<file path="src/rtl/dmem_lsu_pkg.sv">
// Shared types and lane-mask constants for the data-memory load/store unit.
// Byte/half/word sizes map to 1, 2 or 4 enabled byte lanes.
package dmem_lsu_pkg;

  typedef enum logic [1:0] {
    SZ_B   = 2'b00,
    SZ_H   = 2'b01,
    SZ_W   = 2'b10,
    SZ_RSV = 2'b11
  } size_e;

  typedef enum logic [1:0] {
    IDLE = 2'b00,
    ACC1 = 2'b01,
    ACC2 = 2'b10,
    RESP = 2'b11
  } state_e;

  localparam logic [3:0] MASK_B = 4'b0001;
  localparam logic [3:0] MASK_H = 4'b0011;
  localparam logic [3:0] MASK_W = 4'b1111;

  // The reserved size behaves as a word access.
  function automatic logic [3:0] base_mask(size_e s);
    logic [3:0] m;
    unique case (s)
      SZ_B:    m = MASK_B;
      SZ_H:    m = MASK_H;
      default: m = MASK_W;
    endcase
    return m;
  endfunction

endpackage

</file>
<file path="src/rtl/dmem_lsu_align.sv">
// Lane shifting for stores and merge/extension for loads.
// Purely combinational; the top only sequences the two memory cycles.
module dmem_lsu_align
  import dmem_lsu_pkg::*;
(
  input  size_e       size_i,
  input  logic [1:0]  off_i,
  input  logic        uns_i,
  input  logic [31:0] wdata_i,
  input  logic [31:0] hi_i,
  input  logic [31:0] lo_i,
  output logic [7:0]  mask_o,
  output logic [31:0] wdata_lo_o,
  output logic [31:0] wdata_hi_o,
  output logic [31:0] rdata_o
);

  logic [4:0]  sh;
  logic [63:0] wide_w;
  logic [31:0] raw;
  logic        sx_b;
  logic        sx_h;

  assign sh     = {off_i, 3'b000};
  assign mask_o = {4'b0000, base_mask(size_i)} << off_i;

  // Bytes shifted past lane 3 land in the next word.
  assign wide_w     = {32'h0, wdata_i} << sh;
  assign wdata_lo_o = wide_w[31:0];
  assign wdata_hi_o = wide_w[63:32];

  assign raw  = 32'({hi_i, lo_i} >> sh);
  assign sx_b = ~uns_i & raw[7];
  assign sx_h = ~uns_i & raw[15];

  always_comb begin
    rdata_o = raw;
    unique case (size_i)
      SZ_B:    rdata_o = {{24{sx_b}}, raw[7:0]};
      SZ_H:    rdata_o = {{16{sx_h}}, raw[15:0]};
      default: rdata_o = raw;
    endcase
  end

endmodule

</file>
<file path="src/rtl/dmem_lsu.sv">
// Load/store initiator: one request at a time, split across two
// memory words when the access crosses a word boundary.
module dmem_lsu
  import dmem_lsu_pkg::*;
#(
  parameter int ADDR_W = 11,
  parameter int DATA_W = 32
) (
  input  logic              i_clk,
  input  logic              i_reset,
  input  logic              i_req_valid,
  output logic              o_req_ready,
  input  logic              i_req_we,
  input  logic [1:0]        i_req_size,
  input  logic              i_req_unsigned,
  input  logic [ADDR_W-1:0] i_req_addr,
  input  logic [DATA_W-1:0] i_req_wdata,
  output logic              o_rsp_valid,
  input  logic              i_rsp_ready,
  output logic [DATA_W-1:0] o_rsp_rdata,
  output logic              o_rsp_err,
  output logic [ADDR_W-1:0] o_mem_addr,
  output logic [DATA_W-1:0] o_mem_wdata,
  output logic [3:0]        o_mem_wren,
  input  logic [DATA_W-1:0] i_mem_q
);

  localparam int WI_W = ADDR_W - 2;
  localparam logic [WI_W-1:0] WI_ONE = WI_W'(1);

  state_e              state_q, state_d;
  size_e               size_q, size_d;
  logic                we_q, we_d;
  logic                uns_q, uns_d;
  logic                err_q, err_d;
  logic [ADDR_W-1:0]   addr_q, addr_d;
  logic [DATA_W-1:0]   wdata_q, wdata_d;
  logic [DATA_W-1:0]   lo_q, lo_d;
  logic [DATA_W-1:0]   hi_q, hi_d;

  logic [7:0]          m;
  logic [DATA_W-1:0]   wd_lo;
  logic [DATA_W-1:0]   wd_hi;
  logic [DATA_W-1:0]   ld;
  logic                split;
  logic [WI_W-1:0]     widx;
  logic [WI_W-1:0]     widx_nxt;

  dmem_lsu_align u_align (
    .size_i     (size_q),
    .off_i      (addr_q[1:0]),
    .uns_i      (uns_q),
    .wdata_i    (wdata_q),
    .hi_i       (hi_q),
    .lo_i       (lo_q),
    .mask_o     (m),
    .wdata_lo_o (wd_lo),
    .wdata_hi_o (wd_hi),
    .rdata_o    (ld)
  );

  assign split    = |m[7:4];
  assign widx     = addr_q[ADDR_W-1:2];
  assign widx_nxt = widx + WI_ONE;

  always_comb begin
    state_d     = state_q;
    size_d      = size_q;
    we_d        = we_q;
    uns_d       = uns_q;
    err_d       = err_q;
    addr_d      = addr_q;
    wdata_d     = wdata_q;
    lo_d        = lo_q;
    hi_d        = hi_q;
    o_req_ready = 1'b0;
    o_rsp_valid = 1'b0;
    o_rsp_rdata = '0;
    o_rsp_err   = 1'b0;
    o_mem_addr  = '0;
    o_mem_wdata = '0;
    o_mem_wren  = 4'b0000;

    unique case (state_q)
      IDLE: begin
        // Held low while reset is asserted.
        o_req_ready = i_reset;
        if (i_req_valid) begin
          we_d    = i_req_we;
          uns_d   = i_req_unsigned;
          size_d  = size_e'(i_req_size);
          err_d   = (i_req_size == SZ_RSV);
          addr_d  = i_req_addr;
          wdata_d = i_req_wdata;
          state_d = ACC1;
        end
      end
      ACC1: begin
        o_mem_addr  = {widx, 2'b00};
        o_mem_wren  = we_q ? m[3:0] : 4'b0000;
        o_mem_wdata = wd_lo;
        hi_d        = '0;
        if (!we_q) lo_d = i_mem_q;
        state_d     = split ? ACC2 : RESP;
      end
      ACC2: begin
        o_mem_addr  = {widx_nxt, 2'b00};
        o_mem_wren  = we_q ? m[7:4] : 4'b0000;
        o_mem_wdata = wd_hi;
        if (!we_q) hi_d = i_mem_q;
        state_d     = RESP;
      end
      RESP: begin
        o_rsp_valid = 1'b1;
        o_rsp_rdata = we_q ? '0 : ld;
        o_rsp_err   = err_q;
        if (i_rsp_ready) state_d = IDLE;
      end
    endcase
  end

  always_ff @(posedge i_clk or negedge i_reset) begin
    if (!i_reset) begin
      state_q <= IDLE;
      size_q  <= SZ_B;
      we_q    <= 1'b0;
      uns_q   <= 1'b0;
      err_q   <= 1'b0;
      addr_q  <= '0;
      wdata_q <= '0;
      lo_q    <= '0;
      hi_q    <= '0;
    end else begin
      state_q <= state_d;
      size_q  <= size_d;
      we_q    <= we_d;
      uns_q   <= uns_d;
      err_q   <= err_d;
      addr_q  <= addr_d;
      wdata_q <= wdata_d;
      lo_q    <= lo_d;
      hi_q    <= hi_d;
    end
  end

endmodule

</file>
<file path="config.mk">
export PLATFORM = sky130hd
export DESIGN_NAME = dmem_lsu
export DESIGN_NICKNAME = d
export VERILOG_FILES = /design/src/rtl/dmem_lsu_pkg.sv /design/src/rtl/dmem_lsu_align.sv /design/src/rtl/dmem_lsu.sv
export SDC_FILE = /design/constraint.sdc
export NUM_CORES = 1
export LEC_CHECK = 0
export ABC_AREA = 1
export CORE_MARGIN = 4
export CORE_UTILIZATION = 54
export CTS_CLUSTER_SIZE = 12
export DETAILED_ROUTE_END_ITERATION = 7
export PLACE_DENSITY = 0.87
export SLEW_MARGIN = 20
export SYNTH_ARGS = -nofsm -noshare
export SYNTH_HDL_FRONTEND = slang
export SYNTH_SLANG_ARGS = --single-unit
</file>
<file path="constraint.sdc">
create_clock -name i_clk -period 3.05 [get_ports i_clk]
set_input_delay 0.61 -clock i_clk [delete_from_list [all_inputs] [get_ports i_clk]]
set_output_delay 0.61 -clock i_clk [all_outputs]
set_load 0.01 [all_outputs]
</file>
==> impl_metrics.json <==
{
  "viasPerCell": 5.702,
  "end_kind": "output port",
  "drc": 0,
  "place_congestion": 0.9383,
  "die_x_um": 117.1,
  "antenna_found_initial": 0,
  "crit_top_cell": "nand2_1",
  "io_buffers": 162,
  "syn_avg_cell_area_um2": 6.874,
  "multi_input_area_mm2": 0.003177,
  "worst_clock_skew_ps": 5.736,
  "insertion_delay_ps": 350,
  "first_pass_iters": 6,
  "clock_sinks": 106,
  "hold_viol_final": 0,
  "p_per_area_mw_per_mm2": 1067,
  "critical_path_peak_fanout": 8,
  "track_usage_pct": 30.80,
  "num_antenna_cells": 0,
  "leakagePower_nw": 4.089,
  "critPathLaunchType": "flop",
  "ios": 165,
  "path_buf_inv": 4,
  "cts-root-buf": "clkbuf_16",
  "crit_required_ps": 2440,
  "muxShareOfSynthArea_pct": 0.4867,
  "syn_inst": 935,
  "holdCritPathClass": "in -> async",
  "synth_compound_area_share_pct": 21.39,
  "worstReg2RegStart": "state_q[1]",
  "numCtsBuffers": 9,
  "worst_pin_slew_ps": 732.3,
  "clk_pin_slew_worst_paths_ps": 70,
  "dieArea_mm2": 0.01371,
  "path_cells": "inv_2 > ha_4 > inv_1 > nor2_4 > nand2_1 > inv_4 > nand2_1 > a21oi_1 > clkdlybuf4s50_1",
  "ys_seq_elements": 106,
  "fmax_mhz": 334.3,
  "htreeDepth": 3,
  "drtIter0Drc": 983,
  "cp_top_family": "buffers and inverters",
  "core_mm2": 0.01152,
  "synth_xor_area_share_pct": 0,
  "synth-adder-area-share_pct": 1.168,
  "synthToLayoutAreaGrowth_pct": 34.32,
  "fp.dieH_um": 117.1,
  "slowest_delay_ps": 580,
  "ir_worst_vdd_mv": 0.5176,
  "period_needed_ps": 2991,
  "register_area_mm2": 0.002656,
  "grt_pass1_wl_um": 32950,
  "grt_pass1_vias": 6559,
  "grt_max_degree": 107,
  "dpl.hpwl_um": 14270,
  "cp.arrival_ps": 2380,
  "core.rowCount": 39,
  "synth.cell_area_mm2": 0.006427,
  "pre_cts_ws_ps": 130.1,
  "postRouteAntennaNets": 0,
  "num-fill-cells": 885,
  "slew_headroom_pct": 51.01,
  "reg2reg_slack_ps": 1170,
  "drv_cap": 0,
  "fin_crit_sh_pct": 98.08,
  "status": "complete, no violations",
  "post-route-util_pct": 74.97,
  "critical_path_class": "reg -> out",
  "yosysWarnings": 0,
  "setup_viol": 0,
  "final_cells": 1223,
  "dp_cells": 1202,
  "cts_tree": "built",
  "slowest_stage": "clkdlybuf4s50_1",
  "synthTopCellsByArea": "dfrtp_1 (41%), nand2_1 (18%), o21ai_0 (11%), a21oi_1 (6.5%), inv_1 (5.3%)",
  "synth_top_family_by_area": "simple AND/OR/NAND/NOR gates",
  "clockBufferDepth": 2,
  "overflow": 0,
  "r2r_end": "lo_q[18]",
  "yosys.area_share.simple_pct": 25.29,
  "setup_ws_ps": 58.69,
  "initial_core_util_pct": 55.81,
  "reg2regPathDepth": 6,
  "maxSlewViolCount": 0,
  "yosysSeqAreaShare_pct": 41.27,
  "post_drt_wl_per_cell_um": 17.07,
  "synth_top_area_share_pct": 41.27,
  "layout-drive-gt1-share_pct": 8.333,
  "cts_hold_buf": 0,
  "synth_cell_types": 29,
  "routed_wl_um": 20880,
  "via_count": 6973,
  "synth_largest_area_cell": "dfrtp_1",
  "nets": 1164
}
[layout by cell type, fill, tap and decap left out, types with 5 or more instances in the layout]
cell	netlist	layout
buf_4	6	20
dlymetal6s2s_1	0	11
nand2_2	4	5
nand2_1	301	298
clkbuf_16	0	9
inv_1	91	85
inv_2	5	6
nor2_2	12	11
a31oi_1	11	11
clkdlybuf4s50_1	0	149
o21ai_0	135	133
dfrtp_1	106	103
o21ai_1	3	5
nand3_1	32	32
o22ai_1	26	26
a211oi_1	5	5
nor2_1	38	38
a21oi_1	83	82
[sequential cells by signal, indices dropped and copies added (netlist names)]
name     flops
lo_q        32
uns_q        1
wdata_q     32
hi_q        24
addr_q      11
state_q      2
size_q       2
we_q         1
err_q        1
[worst max path at each step]
stage | start | end | cells past startpoint
after floorplan | state_q[0] | o_mem_wdata[26] | 7
after global placement | state_q[1] | o_mem_wdata[29] | 7
after detailed placement | state_q[1] | o_mem_wdata[29] | 7
after CTS | state_q[1] | o_mem_wdata[5] | 9
after global routing | addr_q[1] | o_rsp_rdata[31] | 7
final | state_q[1] | o_mem_wdata[3] | 9
[report_power, final]
part | switching, mW | internal [mW] | leakage, nW | total (mW)
Sequential | 0.528 | 2.06 | 1.31 | 2.59
Clock | 0.536 | 0.745 | 0.163 | 1.28
Combinational | 3.34 | 2.01 | 2.61 | 5.34
[metal layers]
metal	part of all wire, %	global-route usage [%]	routed length (µm)
met5	0	0	0
met4	4.0	13.15	836
met3	9.5	6.375	1987
met2	45	46.19	9296
met1	42	43.54	8754
[final cells by class]
| class | instances | area share [%] |
|---|---|---|
| clock buffers | 10 | 2.768 |
| repair buffers | 187 | 21.94 |
| repair inverters | 2 | 0.1739 |
| flip-flops and latches | 106 | 30.77 |
| clock inverters | 6 | 1.014 |
| multi-input cells | 671 | 36.80 |
| well taps | 143 | 2.072 |
| inverters | 98 | 4.464 |
[worst register-to-register path: stages (launching register included)]
cell	delay, ps
dfrtp_2	460
inv_2	120
ha_4	210
nand2_2	430
buf_4	400
nand2_1	70
o21ai_0	80
[per-stage QoR]
step | hold slack [ps] | TNS [ps] | area [µm²] | power [mW]
after detailed placement | 473.8 | 0 | 8152 | 7.606
after global routing | 426.8 | -10.95 | 8633 | 9.910
after global placement | 471.0 | 0 | 8152 | 7.477
after floorplan | 314.4 | 0 | 6431 | 5.701
final | 370.2 | 0 | 8633 | 9.210
after CTS | 422.5 | 0 | 8542 | 8.997
[synthesized netlist by cell type (all sizes together)]
cell type,count
a211oi,5
a21oi,83
a31oi,11
buf,32
clkbuf,29
clkinv,2
conb,1
dfrtp,106
ha,6
inv,96
mux2,1
mux2i,2
nand2,306
nand3,36
nand4,2
nor2,51
nor3,2
o21ai,138
o22ai,26
[logic make-up (layout without fill, tap and decap cells)]
family | count (synthesis) | count (layout)
AO/OA/AOI/OAI | 263 | 263
adder cells (fa/ha/maj) | 6 | 6
buffers and inverters | 159 | 303
flip-flops | 106 | 106
multiplexers | 3 | 3
other | 1 | 2
AND/OR/NAND/NOR | 397 | 397
[timing repair]
action | in CTS | in global routing
pin swaps | 0 | 1
setup endpoints to repair | 37 | 63
gates cloned | 2 | 0
gates resized for setup | 13 | 31
setup buffers | 2 | 1
(Power assumes the default switching activity.)
==> patch 1: new RTL, config.mk and constraints unchanged <==
Put a register stage on the output `o_rsp_err`, with the module's reset. The value now appears one clock later. The other outputs are not delayed to match.
--- a/src/rtl/dmem_lsu.sv
+++ b/src/rtl/dmem_lsu.sv
@@ -27,6 +27,8 @@
 
   localparam int WI_W = ADDR_W - 2;
   localparam logic [WI_W-1:0] WI_ONE = WI_W'(1);
+
+  logic o_rsp_err_d;
 
   state_e              state_q, state_d;
   size_e               size_q, size_d;
@@ -76,7 +78,7 @@
     o_req_ready = 1'b0;
     o_rsp_valid = 1'b0;
     o_rsp_rdata = '0;
-    o_rsp_err   = 1'b0;
+    o_rsp_err_d = 1'b0;
     o_mem_addr  = '0;
     o_mem_wdata = '0;
     o_mem_wren  = 4'b0000;
@@ -113,7 +115,7 @@
       RESP: begin
         o_rsp_valid = 1'b1;
         o_rsp_rdata = we_q ? '0 : ld;
-        o_rsp_err   = err_q;
+        o_rsp_err_d = err_q;
         if (i_rsp_ready) state_d = IDLE;
       end
     endcase
@@ -143,5 +145,13 @@
     end
   end
 
+  always_ff @(posedge i_clk or negedge i_reset) begin
+    if (!i_reset) begin
+      o_rsp_err <= '0;
+    end else begin
+      o_rsp_err <= o_rsp_err_d;
+    end
+  end
+
 endmodule
 
Formal check against the unedited RTL: not equivalent (Yosys sat finds a counterexample within 4 cycles, from zero or initial values and one cycle with i_reset low).
==> patch 1 against the original RTL <==
Maximum frequency fell by 0.33%. Combinational power rose by 1%. Sequential cell count rose by 1. Count of clock-buffer cells in the layout did not move. Total power fell by 0.69%. Synthesized area rose by 0.31%. Worst setup slack got worse by 10 ps. Design area barely moved. Routed wire length rose by 1.3%. First-iteration DRC count rose by 3.7%. Sequential share of layout area rose by 0.26 points. Critical endpoint is now o_rsp_rdata[25]. Largest power group unchanged.
==> patch 1: results (changes against the original RTL) <==
[outcome]
status = finished clean  ; unchanged

[worst_setup_path]
cp_top_family = buffers and inverters  ; unchanged
reg2reg_setup_slack_ps = 940  ; was 1170 ps
r2r_cells = 8  ; was 6
worstReg2RegEnd = lo_q[25]  ; was lo_q[18]
arrival_ps = 2390
critical-path-max-stage-delay_ps = 560  ; was 580 ps
cp_max_fo = 16  ; was 8
r2r_start = state_q[0]  ; was state_q[1]
slowest_stage = clkdlybuf4s50_1  ; unchanged

[yosys]
async_flop_share_pct = 100  ; unchanged
yosys-mux-area-fraction_pct = 0.485  ; was 0.487%
synth_cells = 934  ; was 935
synth_seq_area_share_pct = 41.5  ; was 41.3%
yosys-top-cells-count = nand2_1, o21ai_0, dfrtp_1, inv_1, a21oi_1  ; unchanged
synth_compound_area_share_pct = 21.3  ; was 21.4%
synth_cell_types = 30  ; was 29
synth_area_leaders = dfrtp_1, nand2_1, o21ai_0  ; unchanged
synth_fa_ha_area_share_pct = 1.16  ; was 1.17%

[global_routing]
grt_max_degree = 108  ; was 107
antenna_found_initial = 0  ; unchanged
grt_pass1_vias = 6521  ; was 6559
grtUsageTotal_pct = 30.3  ; was 30.8%
grt_pass1_wl_um = 32500  ; was 33000 um

[power]
ir_drop_mv = 0.457  ; was 0.518 mV
power.leakage_nw = 4.18  ; was 4.09 nW

[placed_design]
port_buffers = 162  ; unchanged
place_ws_ps = 201  ; was 130 ps
place_congestion = 0.952  ; was 0.938
place_area_um2 = 8200  ; was 8150 um^2
place.detailed.hpwl_um = 14500  ; was 14300 um

[cts]
cts.path.max_buffers = 2  ; unchanged
path_clk_slew_ps = 70  ; about the same
h-tree-depth = 3  ; unchanged

[layout]
nets = 1168  ; was 1164
drive_gt1_share_pct = 8.39  ; was 8.33%
n_fill_cell = 892  ; was 885

[sta]
max-slew-margin-rel_pct = 53.8  ; was 51.0%
fin_hold_ws_ps = 365  ; was 370 ps
clock_skew_ps = 6.54  ; was 5.74 ps

[routing]
routed_wl_um = 21100  ; was 20900 um
wl_per_cell_um = 17.2  ; was 17.1 um
vias_per_cell = 5.81  ; was 5.70
drt-initial-drc-count = 1019  ; was 983

-- patch 1: worst max-delay path by stage --
stage	from	to	slack, ps	cells after the start
floorplan	state_q[1]	o_mem_wdata[0]	950	9
global placement	state_q[0]	o_mem_wdata[29]	250	7
detailed placement	state_q[0]	o_mem_wdata[29]	200	7
CTS	state_q[0]	o_mem_wdata[17]	-60	6
global route	state_q[0]	o_rsp_rdata[25]	-6	8
finish	state_q[0]	o_rsp_rdata[25]	50	8
-- patch 1: final cells by class --
cell class / instances / area [um^2] / area share (%)
timing repair buffer: 192 / 1960 / 22.7
clock buffer: 10 / 229 / 2.65
tap: 143 / 179 / 2.07
clock inverter: 6 / 47.5 / 0.550
inverter: 98 / 389 / 4.51
sequential: 107 / 2680 / 31.0
multi-input combinational: 670 / 3150 / 36.4
timing repair inverter: 1 / 7.51 / 0.0869
-- patch 1: cells by family (layout without fill, tap and decap cells) --
group                      after synthesis  after routing
adders and majority gates                6              6
and+or+nand+nor                        397            397
other                                    1              2
DFF                                    107            107
muxes                                    3              3
AOI/OAI and AO/OA                      262            262
buffers and inverters                  158            307
-- patch 1: what timing repair did --
item,4_1_cts,5_1_grt
gates cloned,0,1
pin swaps,0,1
buffers inserted,0,5
hold endpoints to repair,0,0
gates resized for setup,9,31
setup endpoints to repair,33,69
-- patch 1: routing by layer --
layer  global-route usage [%]  share of wire, %
met5                        0                 0
met4                     11.2               3.5
met3                     7.46               9.9
met2                     45.5                46
met1                     42.6                41
-- patch 1: report_power, final --
part	switching (mW)	total (mW)	internal, mW
clock	0.565	1.13	0.563
combinational	3.33	5.41	2.08
sequential	0.536	2.61	2.07
total	4.43	9.15	4.72
==> patch 2: new RTL, config.mk and constraints unchanged <==
Without the edit above. The parameter `ADDR_W` goes from 11 to 13.
--- a/src/rtl/dmem_lsu.sv
+++ b/src/rtl/dmem_lsu.sv
@@ -3,7 +3,7 @@
 module dmem_lsu
   import dmem_lsu_pkg::*;
 #(
-  parameter int ADDR_W = 11,
+  parameter int ADDR_W = 13,
   parameter int DATA_W = 32
 ) (
   input  logic              i_clk,
Ports: changed (resized i_req_addr and o_mem_addr); port bits go from 165 to 169. The function was not compared with the original's and may differ.
==> patch 2 against the original RTL <==
Clock skew is 0.76 ps higher. Register-to-register slack worse by 100 ps. Design area is 2.1% higher. Worst setup slack better by 1.9 ps. Die area is 3.7% higher. Via count is 4.0% higher. Cell count is 5.3% higher. Sequential cell count is 2 higher. Total power is 1.1% higher. Synthesized area is 4.0% higher. Routed wire length is 4.5% higher. Sequential power is 6% higher. Utilization is 1.9 points lower. Largest power group unchanged.
==> patch 2: results (changes against the original RTL) <==
[worst_setup_path]
cp_max_fo = 13  ; was 8

[routing]
met3_wirelength_um = 2460  ; was 1990 um
met1_length_um = 8980  ; was 8750 um
drt-initial-drc-count = 1096  ; was 983
dr_wl_met2_um = 9730  ; was 9300 um

[power]
powerClk_mw = 1.10  ; was 1.28 mW
ir_drop_mv = 0.594  ; was 0.518 mV
power.leakage_nw = 4.15  ; was 4.09 nW
powerDensity_nw_per_um2 = 1060  ; was 1070 nW/um^2
pg_comb_mw = 5.46  ; was 5.34 mW

[yosys]
synth_fa_ha_area_share_pct = 1.12  ; was 1.17%
yosys-mux-area-fraction_pct = 0.168  ; was 0.487%
syn_area_per_cell_um2 = 6.84  ; was 6.87 um^2
synth_area_leaders = dfrtp_1, nand2_1, o21ai_0  ; unchanged
synth_seq_area_share_pct = 40.4  ; was 41.3%
synth_compound_area_share_pct = 19.9  ; was 21.4%
synth_cell_types = 30  ; was 29
yosys-top-cells-count = nand2_1, o21ai_0, dfrtp_1, a21oi_1, inv_1  ; was nand2_1, o21ai_0, dfrtp_1, inv_1, a21oi_1

[outcome]
status = finished clean  ; unchanged

[global_routing]
met2_usage_pct = 44.6  ; was 46.2%
use_met1_pct = 42.8  ; was 43.5%
grt_max_degree = 109  ; was 107
grtUsageTotal_pct = 29.8  ; was 30.8%
grt_pass1_vias = 6695  ; was 6559
grt_pass1_wl_um = 34500  ; was 33000 um

[cts]
ctsResizeCount = 10  ; was 13
post_cts_buffers = 0  ; was 2

[placed_design]
place_area_um2 = 8420  ; was 8150 um^2
port_buffers = 166  ; was 162
place.detailed.hpwl_um = 15200  ; was 14300 um

[sta]
max-slew-margin-rel_pct = 61.5  ; was 51.0%
clock_skew_ps = 6.50  ; was 5.74 ps

[layout]
nets = 1206  ; was 1164
drive_gt1_share_pct = 7.86  ; was 8.33%

[patch 2: cell count changes after synthesis, moves of 3 or more]
| cell | delta |
|---|---|
| nand2_1 | +56 |
| o21ai_0 | -25 |
| inv_1 | -13 |
| o21ai_1 | +8 |
| buf_4 | +7 |
| clkbuf_1 | -6 |
| nand3_1 | +6 |
| nor2_1 | -5 |
| a21oi_1 | +4 |
| a31oi_1 | +4 |
| buf_6 | +4 |
| nand3_2 | +3 |
[patch 2: per-stage QoR]
stage | hold slack (ps) | power, mW | setup slack [ps] | utilization [%]
global placement | 467 | 7.77 | 254 | 69.8
floorplan | 314 | 5.99 | 943 | -
finish | 388 | 9.31 | 60.6 | 73.1
detailed placement | 475 | 7.88 | 221 | 69.8
global route | 437 | 9.98 | -39.6 | 73.1
CTS | 420 | 9.05 | -35.3 | 72.2
[patch 2: final timing paths]
path | depth (start not counted) | to | start | slack (ps)
min in group i_clk | 2 | lo_q[5] | lo_q[5] | 490
max reg2reg | 8 | hi_q[16] | state_q[0] | 1070
max in group asynchronous | 2 | state_q[0] | i_reset | 2200
min reg2reg | 2 | lo_q[5] | lo_q[5] | 490
max | 8 | o_mem_wdata[0] | state_q[1] | 60
min | 2 | lo_q[13] | i_reset | 390
[patch 2: cell type report]
| cell class | instances | area share, % |
|---|---|---|
| multi-input cells | 718 | 38.0 |
| flip-flops and latches | 108 | 30.7 |
| repair buffers | 190 | 21.7 |
| inverters | 87 | 3.96 |
| clock buffers | 11 | 2.64 |
| well taps | 168 | 2.38 |
| clock inverters | 5 | 0.482 |
| repair inverters | 1 | 0.0568 |
[patch 2: logic make-up (layout without fill, tap and decap cells)]
kind of cell    count (synthesis)  count (layout)
simple gates                  456             456
compound gates                253             253
buf+inv                       152             294
flops                         108             108
fa+ha+maj                       6               6
other cells                     1               2
mux                             1               1
